==> config.mk <==
export PLATFORM = sky130hd
export DESIGN_NAME = rggen_axi4lite_bridge_flat
export DESIGN_NICKNAME = d
export VERILOG_FILES = /design/src/rtl/rggen_axi4lite_bridge_if.sv /design/src/rtl/rggen_axi4lite_bridge.sv /design/src/flat_wrapper.sv
export SDC_FILE = /design/constraint.sdc
export NUM_CORES = 1
export LEC_CHECK = 0
export BUFFER_PORTS_ARGS = -buffer_cell sky130_fd_sc_hd__buf_2
export CAP_MARGIN = 0
export CORE_ASPECT_RATIO = 1.1
export CORE_MARGIN = 2
export CORE_UTILIZATION = 45
export CTS_CLUSTER_SIZE = 20
export DETAILED_ROUTE_END_ITERATION = 8
export PLACE_DENSITY_LB_ADDON = 0.2
export SYNTH_ARGS = -nofsm -noshare
export SYNTH_HDL_FRONTEND = slang
export SYNTH_SLANG_ARGS = --single-unit
==> constraint.sdc <==
create_clock -name i_clk -period 1.3 [get_ports i_clk]
set_input_delay 0.195 -clock i_clk [delete_from_list [all_inputs] [get_ports i_clk]]
set_output_delay 0.195 -clock i_clk [all_outputs]
set_load 0.02 [all_outputs]
==> src/rtl/rggen_axi4lite_bridge_if.sv <==
// Shared access/status codes plus the AXI4-Lite and register-bus interfaces
// used by rggen_axi4lite_bridge.
package rggen_rtl_pkg;
  localparam logic [1:0] RGGEN_READ         = 2'b10;
  localparam logic [1:0] RGGEN_POSTED_WRITE = 2'b01;
  localparam logic [1:0] RGGEN_WRITE        = 2'b11;
  localparam logic [1:0] RGGEN_OKAY         = 2'b00;
  localparam logic [1:0] RGGEN_EXOKAY       = 2'b01;
  localparam logic [1:0] RGGEN_SLAVE_ERROR  = 2'b10;
  localparam logic [1:0] RGGEN_DECODE_ERROR = 2'b11;
endpackage

interface rggen_axi4lite_if #(
  parameter int ADDRESS_WIDTH = 8,
  parameter int BUS_WIDTH     = 32
);
  logic                     awvalid;
  logic                     awready;
  logic [ADDRESS_WIDTH-1:0] awaddr;
  logic [2:0]               awprot;
  logic                     wvalid;
  logic                     wready;
  logic [BUS_WIDTH-1:0]     wdata;
  logic [BUS_WIDTH/8-1:0]   wstrb;
  logic                     bvalid;
  logic                     bready;
  logic [1:0]               bresp;
  logic                     arvalid;
  logic                     arready;
  logic [ADDRESS_WIDTH-1:0] araddr;
  logic [2:0]               arprot;
  logic                     rvalid;
  logic                     rready;
  logic [BUS_WIDTH-1:0]     rdata;
  logic [1:0]               rresp;

  modport master (
    output awvalid, awaddr, awprot, wvalid, wdata, wstrb, bready,
           arvalid, araddr, arprot, rready,
    input  awready, wready, bvalid, bresp, arready, rvalid, rdata, rresp
  );

  modport slave (
    input  awvalid, awaddr, awprot, wvalid, wdata, wstrb, bready,
           arvalid, araddr, arprot, rready,
    output awready, wready, bvalid, bresp, arready, rvalid, rdata, rresp
  );
endinterface

interface rggen_bus_if #(
  parameter int ADDRESS_WIDTH = 8,
  parameter int BUS_WIDTH     = 32
);
  logic                     valid;
  logic [1:0]               access;
  logic [ADDRESS_WIDTH-1:0] address;
  logic [BUS_WIDTH-1:0]     write_data;
  logic [BUS_WIDTH/8-1:0]   strobe;
  logic                     ready;
  logic [1:0]               status;
  logic [BUS_WIDTH-1:0]     read_data;

  modport master (
    output valid, access, address, write_data, strobe,
    input  ready, status, read_data
  );

  modport slave (
    input  valid, access, address, write_data, strobe,
    output ready, status, read_data
  );
endinterface

==> src/rtl/rggen_axi4lite_bridge.sv <==
// AXI4-Lite slave to single-outstanding rggen_bus_if bridge.
// Define RGGEN_AXI4LITE_WRITE_FIRST_EN to make writes always win read/write contention.
module rggen_axi4lite_bridge
  import rggen_rtl_pkg::*;
#(
  parameter int ADDRESS_WIDTH = 8,
  parameter int BUS_WIDTH     = 32
)(
  input  logic                 i_clk,
  input  logic                 i_rst_n,
  rggen_axi4lite_if.slave      axi_if,
  rggen_bus_if.master          bus_if
);
  localparam int STRB_WIDTH = BUS_WIDTH / 8;

  typedef enum logic [1:0] {
    IDLE = 2'b00,
    BUS  = 2'b01,
    RESP = 2'b10
  } state_e;

  state_e                   state_r;
  logic                     grant_write_r;
  logic                     aw_held_r;
  logic                     w_held_r;
  logic                     ar_held_r;
  logic [ADDRESS_WIDTH-1:0] aw_addr_r;
  logic [ADDRESS_WIDTH-1:0] ar_addr_r;
  logic [BUS_WIDTH-1:0]     wdata_r;
  logic [STRB_WIDTH-1:0]    wstrb_r;
  logic                     bus_valid_r;
  logic [1:0]               bus_access_r;
  logic [ADDRESS_WIDTH-1:0] bus_address_r;
  logic [BUS_WIDTH-1:0]     bus_write_data_r;
  logic [STRB_WIDTH-1:0]    bus_strobe_r;
  logic                     bvalid_r;
  logic                     rvalid_r;
  logic [1:0]               bresp_r;
  logic [1:0]               rresp_r;
  logic [BUS_WIDTH-1:0]     rdata_r;
  logic                     write_pend_s;
  logic                     read_pend_s;
  logic                     pick_write_s;
  logic                     bus_done_s;
  logic                     unused_s;
`ifndef RGGEN_AXI4LITE_WRITE_FIRST_EN
  logic                     last_grant_write_r;
`endif

  assign unused_s = ^{axi_if.awprot, axi_if.arprot};

  assign axi_if.awready     = !aw_held_r;
  assign axi_if.wready      = !w_held_r;
  assign axi_if.arready     = !ar_held_r;
  assign axi_if.bvalid      = bvalid_r;
  assign axi_if.bresp       = bresp_r;
  assign axi_if.rvalid      = rvalid_r;
  assign axi_if.rresp       = rresp_r;
  assign axi_if.rdata       = rdata_r;
  assign bus_if.valid       = bus_valid_r;
  assign bus_if.access      = bus_access_r;
  assign bus_if.address     = bus_address_r;
  assign bus_if.write_data  = bus_write_data_r;
  assign bus_if.strobe      = bus_strobe_r;

  // Pending requests and the arbitration decision taken in IDLE
  always_comb begin
    write_pend_s = aw_held_r && w_held_r;
    read_pend_s  = ar_held_r;
    bus_done_s   = (state_r == BUS) && bus_if.ready;
`ifdef RGGEN_AXI4LITE_WRITE_FIRST_EN
    pick_write_s = write_pend_s;
`else
    pick_write_s = write_pend_s && (!read_pend_s || !last_grant_write_r);
`endif
  end

  // Per-channel hold registers; released when the bus accepts the granted request
  always_ff @(posedge i_clk or negedge i_rst_n) begin
    if (!i_rst_n) begin
      aw_held_r <= 1'b0;
      w_held_r  <= 1'b0;
      ar_held_r <= 1'b0;
      aw_addr_r <= '0;
      ar_addr_r <= '0;
      wdata_r   <= '0;
      wstrb_r   <= '0;
    end else begin
      if (axi_if.awvalid && !aw_held_r) begin
        aw_held_r <= 1'b1;
        aw_addr_r <= axi_if.awaddr;
      end else if (bus_done_s && grant_write_r) begin
        aw_held_r <= 1'b0;
      end
      if (axi_if.wvalid && !w_held_r) begin
        w_held_r <= 1'b1;
        wdata_r  <= axi_if.wdata;
        wstrb_r  <= axi_if.wstrb;
      end else if (bus_done_s && grant_write_r) begin
        w_held_r <= 1'b0;
      end
      if (axi_if.arvalid && !ar_held_r) begin
        ar_held_r <= 1'b1;
        ar_addr_r <= axi_if.araddr;
      end else if (bus_done_s && !grant_write_r) begin
        ar_held_r <= 1'b0;
      end
    end
  end

  // Transaction FSM: grant, drive the bus, then return the AXI response
  always_ff @(posedge i_clk or negedge i_rst_n) begin
    if (!i_rst_n) begin
      state_r            <= IDLE;
      grant_write_r      <= 1'b0;
      bus_valid_r        <= 1'b0;
      bus_access_r       <= RGGEN_READ;
      bus_address_r      <= '0;
      bus_write_data_r   <= '0;
      bus_strobe_r       <= '0;
      bvalid_r           <= 1'b0;
      rvalid_r           <= 1'b0;
      bresp_r            <= 2'b00;
      rresp_r            <= 2'b00;
      rdata_r            <= '0;
`ifndef RGGEN_AXI4LITE_WRITE_FIRST_EN
      last_grant_write_r <= 1'b0;
`endif
    end else begin
      case (state_r)
        IDLE: begin
          if (write_pend_s || read_pend_s) begin
            state_r       <= BUS;
            bus_valid_r   <= 1'b1;
            grant_write_r <= pick_write_s;
            if (pick_write_s) begin
              bus_access_r     <= RGGEN_WRITE;
              bus_address_r    <= aw_addr_r;
              bus_write_data_r <= wdata_r;
              bus_strobe_r     <= wstrb_r;
            end else begin
              bus_access_r     <= RGGEN_READ;
              bus_address_r    <= ar_addr_r;
              bus_write_data_r <= '0;
              bus_strobe_r     <= '1;
            end
          end
        end
        BUS: begin
          if (bus_if.ready) begin
            bus_valid_r <= 1'b0;
            state_r     <= RESP;
`ifndef RGGEN_AXI4LITE_WRITE_FIRST_EN
            last_grant_write_r <= grant_write_r;
`endif
            if (grant_write_r) begin
              bvalid_r <= 1'b1;
              bresp_r  <= bus_if.status;
            end else begin
              rvalid_r <= 1'b1;
              rresp_r  <= bus_if.status;
              rdata_r  <= bus_if.read_data;
            end
          end
        end
        RESP: begin
          if ((bvalid_r && axi_if.bready) || (rvalid_r && axi_if.rready)) begin
            bvalid_r <= 1'b0;
            rvalid_r <= 1'b0;
            state_r  <= IDLE;
          end
        end
        default: begin
          state_r     <= IDLE;
          bus_valid_r <= 1'b0;
          bvalid_r    <= 1'b0;
          rvalid_r    <= 1'b0;
        end
      endcase
    end
  end
endmodule

==> src/flat_wrapper.sv <==
// flat-port wrapper written by rule: the top's interface ports become plain ports
module rggen_axi4lite_bridge_flat import rggen_rtl_pkg::*;
#(
  parameter int ADDRESS_WIDTH = 8,
  parameter int BUS_WIDTH     = 32
)
  (i_clk, i_rst_n, axi_if_awvalid, axi_if_awaddr, axi_if_awprot, axi_if_wvalid, axi_if_wdata, axi_if_wstrb, axi_if_bready, axi_if_arvalid, axi_if_araddr, axi_if_arprot, axi_if_rready, axi_if_awready, axi_if_wready, axi_if_bvalid, axi_if_bresp, axi_if_arready, axi_if_rvalid, axi_if_rdata, axi_if_rresp, bus_if_valid, bus_if_access, bus_if_address, bus_if_write_data, bus_if_strobe, bus_if_ready, bus_if_status, bus_if_read_data);
  rggen_axi4lite_if #(.ADDRESS_WIDTH(ADDRESS_WIDTH), .BUS_WIDTH(BUS_WIDTH)) axi_if_i ();
  rggen_bus_if #(.ADDRESS_WIDTH(ADDRESS_WIDTH), .BUS_WIDTH(BUS_WIDTH)) bus_if_i ();
  input  logic i_clk;
  input  logic i_rst_n;
  input wire logic [$bits(axi_if_i.awvalid)-1:0] axi_if_awvalid;
  input wire logic [$bits(axi_if_i.awaddr)-1:0] axi_if_awaddr;
  input wire logic [$bits(axi_if_i.awprot)-1:0] axi_if_awprot;
  input wire logic [$bits(axi_if_i.wvalid)-1:0] axi_if_wvalid;
  input wire logic [$bits(axi_if_i.wdata)-1:0] axi_if_wdata;
  input wire logic [$bits(axi_if_i.wstrb)-1:0] axi_if_wstrb;
  input wire logic [$bits(axi_if_i.bready)-1:0] axi_if_bready;
  input wire logic [$bits(axi_if_i.arvalid)-1:0] axi_if_arvalid;
  input wire logic [$bits(axi_if_i.araddr)-1:0] axi_if_araddr;
  input wire logic [$bits(axi_if_i.arprot)-1:0] axi_if_arprot;
  input wire logic [$bits(axi_if_i.rready)-1:0] axi_if_rready;
  output wire logic [$bits(axi_if_i.awready)-1:0] axi_if_awready;
  output wire logic [$bits(axi_if_i.wready)-1:0] axi_if_wready;
  output wire logic [$bits(axi_if_i.bvalid)-1:0] axi_if_bvalid;
  output wire logic [$bits(axi_if_i.bresp)-1:0] axi_if_bresp;
  output wire logic [$bits(axi_if_i.arready)-1:0] axi_if_arready;
  output wire logic [$bits(axi_if_i.rvalid)-1:0] axi_if_rvalid;
  output wire logic [$bits(axi_if_i.rdata)-1:0] axi_if_rdata;
  output wire logic [$bits(axi_if_i.rresp)-1:0] axi_if_rresp;
  output wire logic [$bits(bus_if_i.valid)-1:0] bus_if_valid;
  output wire logic [$bits(bus_if_i.access)-1:0] bus_if_access;
  output wire logic [$bits(bus_if_i.address)-1:0] bus_if_address;
  output wire logic [$bits(bus_if_i.write_data)-1:0] bus_if_write_data;
  output wire logic [$bits(bus_if_i.strobe)-1:0] bus_if_strobe;
  input wire logic [$bits(bus_if_i.ready)-1:0] bus_if_ready;
  input wire logic [$bits(bus_if_i.status)-1:0] bus_if_status;
  input wire logic [$bits(bus_if_i.read_data)-1:0] bus_if_read_data;
  assign axi_if_i.awvalid = axi_if_awvalid;
  assign axi_if_i.awaddr = axi_if_awaddr;
  assign axi_if_i.awprot = axi_if_awprot;
  assign axi_if_i.wvalid = axi_if_wvalid;
  assign axi_if_i.wdata = axi_if_wdata;
  assign axi_if_i.wstrb = axi_if_wstrb;
  assign axi_if_i.bready = axi_if_bready;
  assign axi_if_i.arvalid = axi_if_arvalid;
  assign axi_if_i.araddr = axi_if_araddr;
  assign axi_if_i.arprot = axi_if_arprot;
  assign axi_if_i.rready = axi_if_rready;
  assign axi_if_awready = axi_if_i.awready;
  assign axi_if_wready = axi_if_i.wready;
  assign axi_if_bvalid = axi_if_i.bvalid;
  assign axi_if_bresp = axi_if_i.bresp;
  assign axi_if_arready = axi_if_i.arready;
  assign axi_if_rvalid = axi_if_i.rvalid;
  assign axi_if_rdata = axi_if_i.rdata;
  assign axi_if_rresp = axi_if_i.rresp;
  assign bus_if_valid = bus_if_i.valid;
  assign bus_if_access = bus_if_i.access;
  assign bus_if_address = bus_if_i.address;
  assign bus_if_write_data = bus_if_i.write_data;
  assign bus_if_strobe = bus_if_i.strobe;
  assign bus_if_i.ready = bus_if_ready;
  assign bus_if_i.status = bus_if_status;
  assign bus_if_i.read_data = bus_if_read_data;
  rggen_axi4lite_bridge #(.ADDRESS_WIDTH(ADDRESS_WIDTH), .BUS_WIDTH(BUS_WIDTH)) u_core (.i_clk(i_clk), .i_rst_n(i_rst_n), .axi_if(axi_if_i), .bus_if(bus_if_i));
endmodule
==> flow_summary_export.csv, run 1 <==
group,metric,value,unit
status,status,"complete, but fails checks",
status,violations,"setup timing",
grt,first_global_vias,3939,
hold_path,hold_path_class,"primary input to flip-flop",
finish,layout_common_cells,"buf_2, dfrtp_1, mux2_4",
routing,dr.first_iter.drc_count,214,
sta,period_share,1.10,
critical_path,cp_data_required_time,1.59,ns
place,place_congestion,0.777,
grt,grt_pass1_wl,19.9,mm
synthesis,ys.flop_type,"dfrtp_1",
sta,fmax,697,MHz
pwr,leakage,0.00403,µW
critical_path,critPathKind,"flip-flop to flip-flop",
place,portBuffers,180,
synthesis,ys_seq_elements,142,
finish,multi_input_comb_area,2090,µm²
pwr,pwr-share-comb,0.446,
critical_path,cp_cell_sequence,"nand3b_4 -> nor2_4 -> buf_12 -> clkbuf_16 -> mux2_4",
routing,dr.pass1.iters,4,
grt,gr-usage-met3,0.0652,
finish,n_antenna_cell,0,
sta,rsz0062_at_grt,"yes",
finish,layout-drive-gt1-share,0.661,
die,die_h,120,µm
critical_path,arrival,1.73,ns
pwr,clkPwrFrac,0.215,
grt,grt_use_met2,0.319,
synthesis,synth_xor_area_frac,0,
finish,nets,692,
die,ios,188,
sta,setup_slack,-0.135,ns
die,die-area,13200,µm²
clock_network,cts_buffer_depth,2,
synthesis,synth-seq-area-share,0.645,
critical_path,cpMaxStageDelayCell,"dfrtp_1",
critical_path,critPathMaxFanout,6,
flow_run,max_cap_violations,0,
routing,dr_total_vias,3936,
pwr,p_seq_frac,0.339,
clock_network,clk_pin_slew,0.06,ns
grt,met1_usage,0.255,
critical_path,crit_path_end_kind,"flip-flop",
routing,wl_per_cell,18.7,µm
routing,antenna_left,0,
synthesis,synth-simple-area-share,0.0340,
clock_network,tritoncts,"done",
clock_network,h-tree-depth,4,
synthesis,synth_warnings,0,
sta,drv_slew,0,
die,die_w,110,µm
finish,seq_area,3560,µm²
place,placed_cell_area,6710,µm²
finish,final_area,8130,µm²
synthesis,synth_cell_types,35,
finish,fill_cells,867,
grt,grt_usage,0.198,
grt,antenna_found_initial,0,
critical_path,crit_family,"flip-flops",
synthesis,synth_fa_ha_area_frac,0,
grt,grt_overflow,0,
pwr,p_sw,8020,µW
finish,areaGrowthSynthToFinish,47.4,%
grt,grt_max_degree,40,
synthesis,synth_enable_flop_cells,0,
place,dp_hpwl,8.21,mm
pwr,power,23100,µW
synthesis,avgSynthCellArea,15.2,µm²
sta,setup_violations,102,
clock_network,numCtsBuffers,17,
pwr,p_sw_frac,0.347,
die,initial_core_util,0.460,
die,rows,42,
sta,finClkSkew,0.00741,ns
sta,setup_tns,-7.45,ns
sta,hold_violations,0,
critical_path,path_buf_inv,2,
die,core-area,12000,µm²
synthesis,async_reset_ff_frac,1.00,
synthesis,synth_compound_area_frac,0.101,
grt,gr-max-usage-layer,"met2",
pwr,internal_power,15100,µW
finish,layout_commonest_cell,"buf_2",
routing,post-route-drc-count,0,
clock_network,cts_root_buffer,"clkbuf_16",
routing,vias_per_cell,5.19,
sta,timing.final.crit_period,1.44,ns
synthesis,synth.area.mux_share,0.181,
synthesis,netlist_area,5510,µm²
clock_network,clkSinkCount,142,
synthesis,synth_top_family_by_area,"multiplexers",
pwr,powerDensity,2850,nW/µm²
synthesis,syn_nets,463,
routing,wirelength,14.2,mm
clock_network,clkLatencyLatePin,0.41,ns
critical_path,cp-start-kind,"flip-flop",
pwr,vdd_drop_max,1.53,mV
synthesis,synth_cells,363,
critical_path,max_stage_delay,0.39,ns
-- worst paths after layout --
path / startpoint / to / slack (ns) / depth (start not counted)
worst max-delay path: u_core.state_r[1] / u_core.axi_if.rdata[28] / -0.14 / 5
worst min-delay path: axi_if_awaddr[6] / u_core.aw_addr_r[6] / 0.01 / 2
worst max register to register: u_core.state_r[1] / u_core.axi_if.rdata[28] / -0.14 / 5
worst min register to register: u_core.wdata_r[12] / u_core.bus_if.write_data[12] / 0.49 / 1
max in group asynchronous: i_rst_n / u_core.state_r[0] / 0.49 / 3
min in group asynchronous: i_rst_n / u_core.bus_if.write_data[29] / 0.26 / 2
-- cell usage after synthesis (2+ instances only) --
cell       n  area share
a21oi_1    8      0.0073
and2_4     2      0.0032
nand2_1    6      0.0041
nand3_1    9      0.0082
buf_2      9      0.0082
o21ai_0   11       0.010
buf_4      5      0.0068
nor2b_1    2      0.0023
inv_1      6      0.0041
buf_6      9       0.018
mux2_4     2      0.0054
dfrtp_1  142        0.64
mux2_2    85        0.17
a31oi_1   10       0.011
a22o_2    27       0.049
nand2_2    2      0.0023
a22o_1     5      0.0079
o22a_1     4      0.0064
o22ai_1    2      0.0023
a21o_2     2      0.0032
-- state kept, by name, indices dropped and copies added, names as in the netlist, 4 cells and up --
signal,flops
u_core.ar_addr_r,8
u_core.bus_if.address,8
u_core.wdata_r,32
u_core.axi_if.rdata,32
u_core.bus_if.write_data,32
u_core.aw_addr_r,8
u_core.bus_if.strobe,4
u_core.wstrb_r,4
-- through the flow --
step / utilization / worst slack (ns) / hold slack, ns / std cells
after floorplan: - / -0.104 / -0.101 / 363
after global placement: 0.560 / -0.199 / 0.132 / 699
after detailed placement: 0.560 / -0.183 / 0.138 / 699
after CTS: 0.626 / -0.113 / 0.0000913 / 742
after global routing: 0.678 / -0.169 / 0.00149 / 759
final: 0.678 / -0.135 / 0.00973 / 759
-- area by class of cell --
type | count | share of cell area
Clock inverter | 13 | 0.0200
Tap cell | 154 | 0.0237
Inverter | 6 | 0.00308
Multi-Input combinational cell | 193 | 0.257
Timing Repair Buffer | 232 | 0.203
Sequential cell | 142 | 0.438
Clock buffer | 19 | 0.0545
-- power by group through the flow --
| stage | combinational [µW] | sequential (µW) | clock [µW] |
|---|---|---|---|
| 2_1_floorplan | 4190 | 8940 | 0 |
| 3_3_place_gp | 7660 | 7650 | 0 |
| 3_5_place_dp | 7850 | 7780 | 0 |
| 4_1_cts | 8590 | 7740 | 5030 |
| 5_1_grt | 11000 | 8070 | 5280 |
| 6_report | 10300 | 7830 | 4970 |
-- cells by family after synthesis --
logic type / count (synthesis)
flops: 142
compound gates: 72
other cells: 1
mux: 88
buf+inv: 30
simple gates: 30
-- per-layer routing --
metal / vias up / share of wire
li1: 1778 / -
met1: 1991 / 0.42
met2: 148 / 0.49
met3: 19 / 0.074
met4: 0 / 0.018
met5: - / 0
-- what timing repair did --
action                     CTS  global route
setup endpoints to repair  114           125
pin swaps                    1             4
buffers inserted             6             6
resized for setup           28            92
hold endpoints to repair    35             1
gates cloned                 3            10
hold buffers                 2             1
Note: power is estimated with default switching activity, not from simulation.
==> inputs of run 2 (changes only) <==
CORE_UTILIZATION = 40   (was 45)
CTS_CLUSTER_DIAMETER = 50   (was default)
==> run 2 against run 1 <==
  * The run still ends with setup timing left
  * Critical path depth is the same
  * Sequential share of layout area fell by 2.2 points
  * Setup slack got worse by 0.0032 ns
  * Clock power increased by 8.7%
  * Critical path type unchanged
  * Combinational power hardly changed
==> flow_summary_export.csv, run 2 (synthesis gave the netlist of run 1 again) <==
group,metric,value,unit
finish,layout-drive-gt1-share,0.623,
sta,drv_slew,0,
critical_path,arrival,1.73,ns
flow_run,max_cap_violations,0,
finish,fill_cells,1094,
sta,setup_violations,113,
grt,grt_overflow,0,
finish,layout_common_cells,"buf_2, dfrtp_1, mux2_2",
place,dp_hpwl,8.64,mm
clock_network,numCtsBuffers,17,
routing,wirelength,14.5,mm
die,ios,188,
routing,dr_total_vias,4135,
die,initial_core_util,0.405,
sta,setup_slack,-0.138,ns
clock_network,cts_root_buffer,"clkbuf_16",
critical_path,crit_path_end_kind,"flip-flop",
routing,post-route-drc-count,0,
grt,grt_pass1_wl,21.4,mm
routing,antenna_left,0,
place,place_congestion,0.754,
routing,dr.first_iter.drc_count,166,
sta,rsz0062_at_grt,"yes",
die,core-area,13600,µm²
grt,grt_usage,0.191,
clock_network,clkSinkCount,142,
clock_network,tritoncts,"done",
clock_network,cts_buffer_depth,2,
sta,hold_ws,0.0139,ns
pwr,vdd_drop_max,1.45,mV
die,rows,45,
sta,fmax,695,MHz
die,die_h,127,µm
critical_path,cp_data_required_time,1.60,ns
finish,n_antenna_cell,0,
routing,vias_per_cell,4.95,
clock_network,h-tree-depth,4,
grt,grt_max_degree,42,
finish,layout_commonest_cell,"buf_2",
hold_path,hold_path_class,"primary input to flip-flop",
sta,finClkSkew,0.00703,ns
pwr,leakage,0.00415,µW
routing,wl_per_cell,17.4,µm
sta,timing.final.crit_period,1.44,ns
critical_path,cp-start-kind,"flip-flop",
die,die_w,116,µm
critical_path,max_stage_delay,0.39,ns
critical_path,critPathKind,"flip-flop to flip-flop",
critical_path,cpMaxStageDelayCell,"dfrtp_1",
sta,period_share,1.11,
grt,antenna_found_initial,0,
place,portBuffers,180,
clock_network,clkLatencyLatePin,0.42,ns
status,status,"complete, but fails checks",
finish,nets,735,
critical_path,cp_cell_sequence,"nand3b_4 -> nor2_4 -> buf_6 -> clkbuf_16 -> mux2_2",
finish,areaGrowthSynthToFinish,55.2,%
critical_path,critPathMaxFanout,7,
sta,hold_violations,0,
finish,final_cells,836,
pwr,powerDensity,2740,nW/µm²
place,dp_cells,734,
status,violations,"setup timing",
clock_network,clk_pin_slew,0.06,ns
grt,first_global_vias,4299,
die,die-area,14700,µm²
routing,dr.pass1.iters,4,
[run 2: per-layer routing]
layer | vias up | share of wire | global-route usage
li1 | 1873 | - | -
met1 | 2093 | 0.42 | 0.227
met2 | 151 | 0.50 | 0.323
met3 | 18 | 0.066 | 0.0731
met4 | 0 | 0.015 | 0.0525
met5 | - | 0 | 0
[run 2: power breakdown]
group | switching [µW] | total [µW] | internal, µW | leakage (µW)
sequential | 1270 | 7820 | 6550 | 0.00171
combinational | 4840 | 10200 | 5350 | 0.00212
clock | 1800 | 5400 | 3590 | 0.000325
total | 7920 | 23400 | 15500 | 0.00415
[run 2: path summary, 6_finish.rpt]
check                                     from                            to  slack, ns  cells after the start
setup / recovery             u_core.state_r[1]       u_core.axi_if.rdata[20]      -0.14                      5
hold / removal                axi_if_wdata[29]            u_core.wdata_r[29]       0.01                      2
setup reg to reg             u_core.state_r[1]       u_core.axi_if.rdata[20]      -0.14                      5
hold reg to reg            u_core.bus_if.valid           u_core.bus_if.valid       0.49                      2
max in group asynchronous              i_rst_n               u_core.w_held_r       0.60                      3
min in group asynchronous              i_rst_n  u_core.bus_if.write_data[25]       0.20                      2
[run 2: per-stage QoR]
stage	TNS, ns	setup WS [ns]	util	cell area, µm²	power, µW
6_report	-9.09	-0.138	0.628	8560	23400
5_1_grt	-13.97	-0.181	0.628	8560	24600
4_1_cts	-4.75	-0.120	0.599	8170	22600
3_5_place_dp	-8.11	-0.127	0.498	6780	15800
3_3_place_gp	-6.71	-0.104	0.498	6780	15500
2_1_floorplan	-5.88	-0.104	-	5540	13100
[run 2: final cells by class]
class	count	area (µm²)	area share
sequential	142	3560	0.416
multi-input combinational	195	2050	0.239
timing repair buffer	273	2020	0.236
clock buffer	21	480	0.0562
tap	188	235	0.0275
clock inverter	11	185	0.0216
inverter	6	25.0	0.00292
[run 2: what timing repair did]
action,in CTS,in global routing
resized for setup,35,62
setup buffers,10,5
hold buffers,38,7
hold endpoints to repair,179,7
endpoints found under the setup margin,110,134
pin swaps,7,4
cloned,7,4
[run 2: critical path: cells and delay by family (launching register included)]
| kind | cells | cell delay, ns |
|---|---|---|
| flip-flops | 1 | 0.39 |
| AND/OR/NAND/NOR | 2 | 0.33 |
| buffers and inverters | 2 | 0.28 |
| multiplexers | 1 | 0.32 |
==> inputs of run 3 (changes only) <==
ABC_AREA = 1   (was default)
==> run 3 against run 2 <==
  * The flow still finishes with violations (setup timing)
  * Wire length increased by 1.8%
  * Flip-flop and latch count unchanged
  * Clock skew grew 0.00086 ns
  * Utilization decreased by 0.087 points
  * Synthesized cell count up 53%
  * Setup slack improved by 0.098 ns
  * Final area up 0.69%
  * Power fell by 5.1%
  * Sequential share of layout area down 0.31 points
  * Critical path depth up 1
  * Count of clock-buffer cells in the layout unchanged
  * Critical path type unchanged
==> flow_summary_export.csv, run 3 <==
group,metric,value,unit
finish,final_area,8610,µm²
critical_path,arrival,1.64,ns
finish,fill_cells,1147,
hold_path,hold_path_class,"primary input to flip-flop",
sta,finClkSkew,0.00789,ns
synthesis,ys_seq_elements,142,
clock_network,cts_root_buffer,"clkbuf_16",
finish,layout_common_cells,"nand2_1, buf_2, dfrtp_1",
routing,vias_per_cell,4.59,
synthesis,syn_nets,654,
critical_path,critPathMaxFanout,8,
sta,hold_violations,0,
clock_network,tritoncts,"done",
synthesis,yosysMostFrequentCell,"nand2_1",
status,status,"complete, but fails checks",
grt,grt_overflow,0,
routing,wirelength,14.8,mm
clock_network,clkLatencyLatePin,0.42,ns
finish,layout_commonest_cell,"nand2_1",
critical_path,cp-start-kind,"flip-flop",
pwr,leakage,0.00463,µW
grt,antenna_found_initial,2,
clock_network,clk_pin_slew,0.06,ns
grt,grt_pass1_wl,22.2,mm
clock_network,cts_buffer_depth,2,
die,die_h,128,µm
pwr,powerDensity,2580,nW/µm²
place,portBuffers,180,
finish,areaGrowthSynthToFinish,53.6,%
grt,first_global_vias,4756,
die,rows,45,
place,placed_cell_area,6930,µm²
die,initial_core_util,0.408,
synthesis,netlist_area,5610,µm²
routing,dr.pass1.iters,5,
sta,setup_slack,-0.0400,ns
sta,period_share,1.03,
finish,layout-drive-gt1-share,0.425,
critical_path,cp_cell_sequence,"buf_6 -> nor2_4 -> nand2_8 -> clkbuf_16 -> nand2_2 -> nand2_1",
synthesis,synth_cell_types,21,
clock_network,h-tree-depth,4,
synthesis,synth_cells,554,
critical_path,crit_path_end_kind,"flip-flop",
sta,setup_violations,29,
place,dp_cells,926,
place,dp_hpwl,9.20,mm
place,place_congestion,0.805,
die,ios,188,
sta,fmax,746,MHz
finish,final_cells,1028,
sta,timing.final.crit_period,1.34,ns
routing,dr.first_iter.drc_count,220,
sta,rsz0062_at_grt,"yes",
critical_path,max_stage_delay,0.40,ns
synthesis,async_reset_ff_frac,1.00,
clock_network,clkSinkCount,142,
routing,wl_per_cell,14.4,µm
routing,antenna_left,0,
pwr,vdd_drop_max,1.29,mV
synthesis,synth_warnings,0,
synthesis,ys.flop_type,"dfrtp_1",
critical_path,cp_data_required_time,1.60,ns
finish,n_antenna_cell,0,
synthesis,synth_top_area_cell,"dfrtp_1",
sta,setup_tns,-0.373,ns
synthesis,synth.area.top_cells,"dfrtp_1, nand2_1, mux2_2, nor2_1, inv_1",
grt,grt_usage,0.193,
grt,grt_max_degree,41,
die,die_w,117,µm
clock_network,numCtsBuffers,17,
flow_run,max_cap_violations,0,
status,violations,"setup timing",
synthesis,synth-seq-area-share,0.634,
synthesis,synth_top_area_share,0.634,
routing,dr_total_vias,4715,
synthesis,synth_enable_flop_cells,0,
finish,nets,927,
critical_path,critPathKind,"flip-flop to flip-flop",
synthesis,avgSynthCellArea,10.1,µm²
die,die-area,15000,µm²
die,core-area,13700,µm²
critical_path,cpMaxStageDelayCell,"dfrtp_1",
routing,post-route-drc-count,0,
synthesis,synthTopCellsByCount,"nand2_1, dfrtp_1, mux2_2, nor2_1, inv_1",
sta,drv_slew,0,
[run 3: changes by cell type in the layout (fill, tap and decap cells not counted), sizes merged, moves of 3 or more]
cell	delta
a31oi	-10
mux2	-52
and3	-4
dlygate4sd3	+16
o22a	-4
a21o	-3
a21oi	+9
and2	-4
a22o	-32
nand2	+242
nand3	+3
buf	-16
inv	+24
nor2	+33
[run 3: final cells by class]
cell class	instances	area [µm²]	share of cell area
inverters	30	130	0.0151
multi-input cells	361	1990	0.231
well taps	188	235	0.0273
repair buffers	275	2080	0.241
clock buffers	21	460	0.0534
flip-flops and latches	142	3560	0.413
clock inverters	11	164	0.0190
[run 3: path summary, 6_finish.rpt]
kind	from	end	slack [ns]	cells after the start
max in group asynchronous	i_rst_n	u_core.bus_if.access[0]	0.57	3
min in group asynchronous	i_rst_n	u_core.axi_if.rdata[21]	0.21	2
max reg2reg	u_core.state_r[0]	u_core.bus_if.write_data[25]	-0.04	6
min reg2reg	u_core.axi_if.rdata[24]	u_core.axi_if.rdata[24]	0.46	2
min	axi_if_wdata[7]	u_core.wdata_r[7]	0.02	2
max	u_core.state_r[0]	u_core.bus_if.write_data[25]	-0.04	6
[run 3: critical path, delay by kind of cell, from the launching register on]
| family | cells | cell delay [ns] |
|---|---|---|
| buf+inv | 2 | 0.34 |
| flops | 1 | 0.40 |
| simple gates | 4 | 0.48 |
[run 3: where the power goes]
group	total, µW	switching (µW)	leakage (µW)	internal, µW
registers	7580	1150	0.00172	6430
logic	9570	5490	0.00260	4080
clock network	5080	1780	0.000303	3300
[run 3: cells by family after synthesis]
group	share of synthesized area
buf+inv	0.0538
simple gates	0.214
mux	0.0743
compound gates	0.0241
other cells	0.000669
flops	0.634
[run 3: stage by stage]
step | worst slack (ns) | hold slack, ns | utilization | total power, µW
6_report | -0.0400 | 0.0184 | 0.627 | 22200
3_5_place_dp | -0.0238 | 0.0738 | 0.504 | 15300
3_3_place_gp | 0.0259 | 0.0771 | 0.504 | 15100
4_1_cts | -0.0159 | 0.000666 | 0.596 | 20700
2_1_floorplan | 0.0484 | -0.101 | - | 12400
5_1_grt | -0.0992 | 0.00149 | 0.627 | 23700
[run 3: what timing repair did]
action,in CTS,in global routing
pin swaps,1,25
gates resized for setup,10,86
cloned,0,8
buffers inserted,1,2
hold buffers,61,0
setup endpoints to repair,46,74
endpoints found under the hold margin,202,0
[run 3: routing by layer]
layer | up-vias | track usage | wire length, µm | share of wire
met4 | 2 | 0.0747 | 309 | 0.021
met3 | 28 | 0.0634 | 826 | 0.056
met1 | 2274 | 0.229 | 6160 | 0.42
met2 | 145 | 0.323 | 7490 | 0.51
met5 | - | 0 | 13 | 0.00088
li1 | 2266 | - | - | -
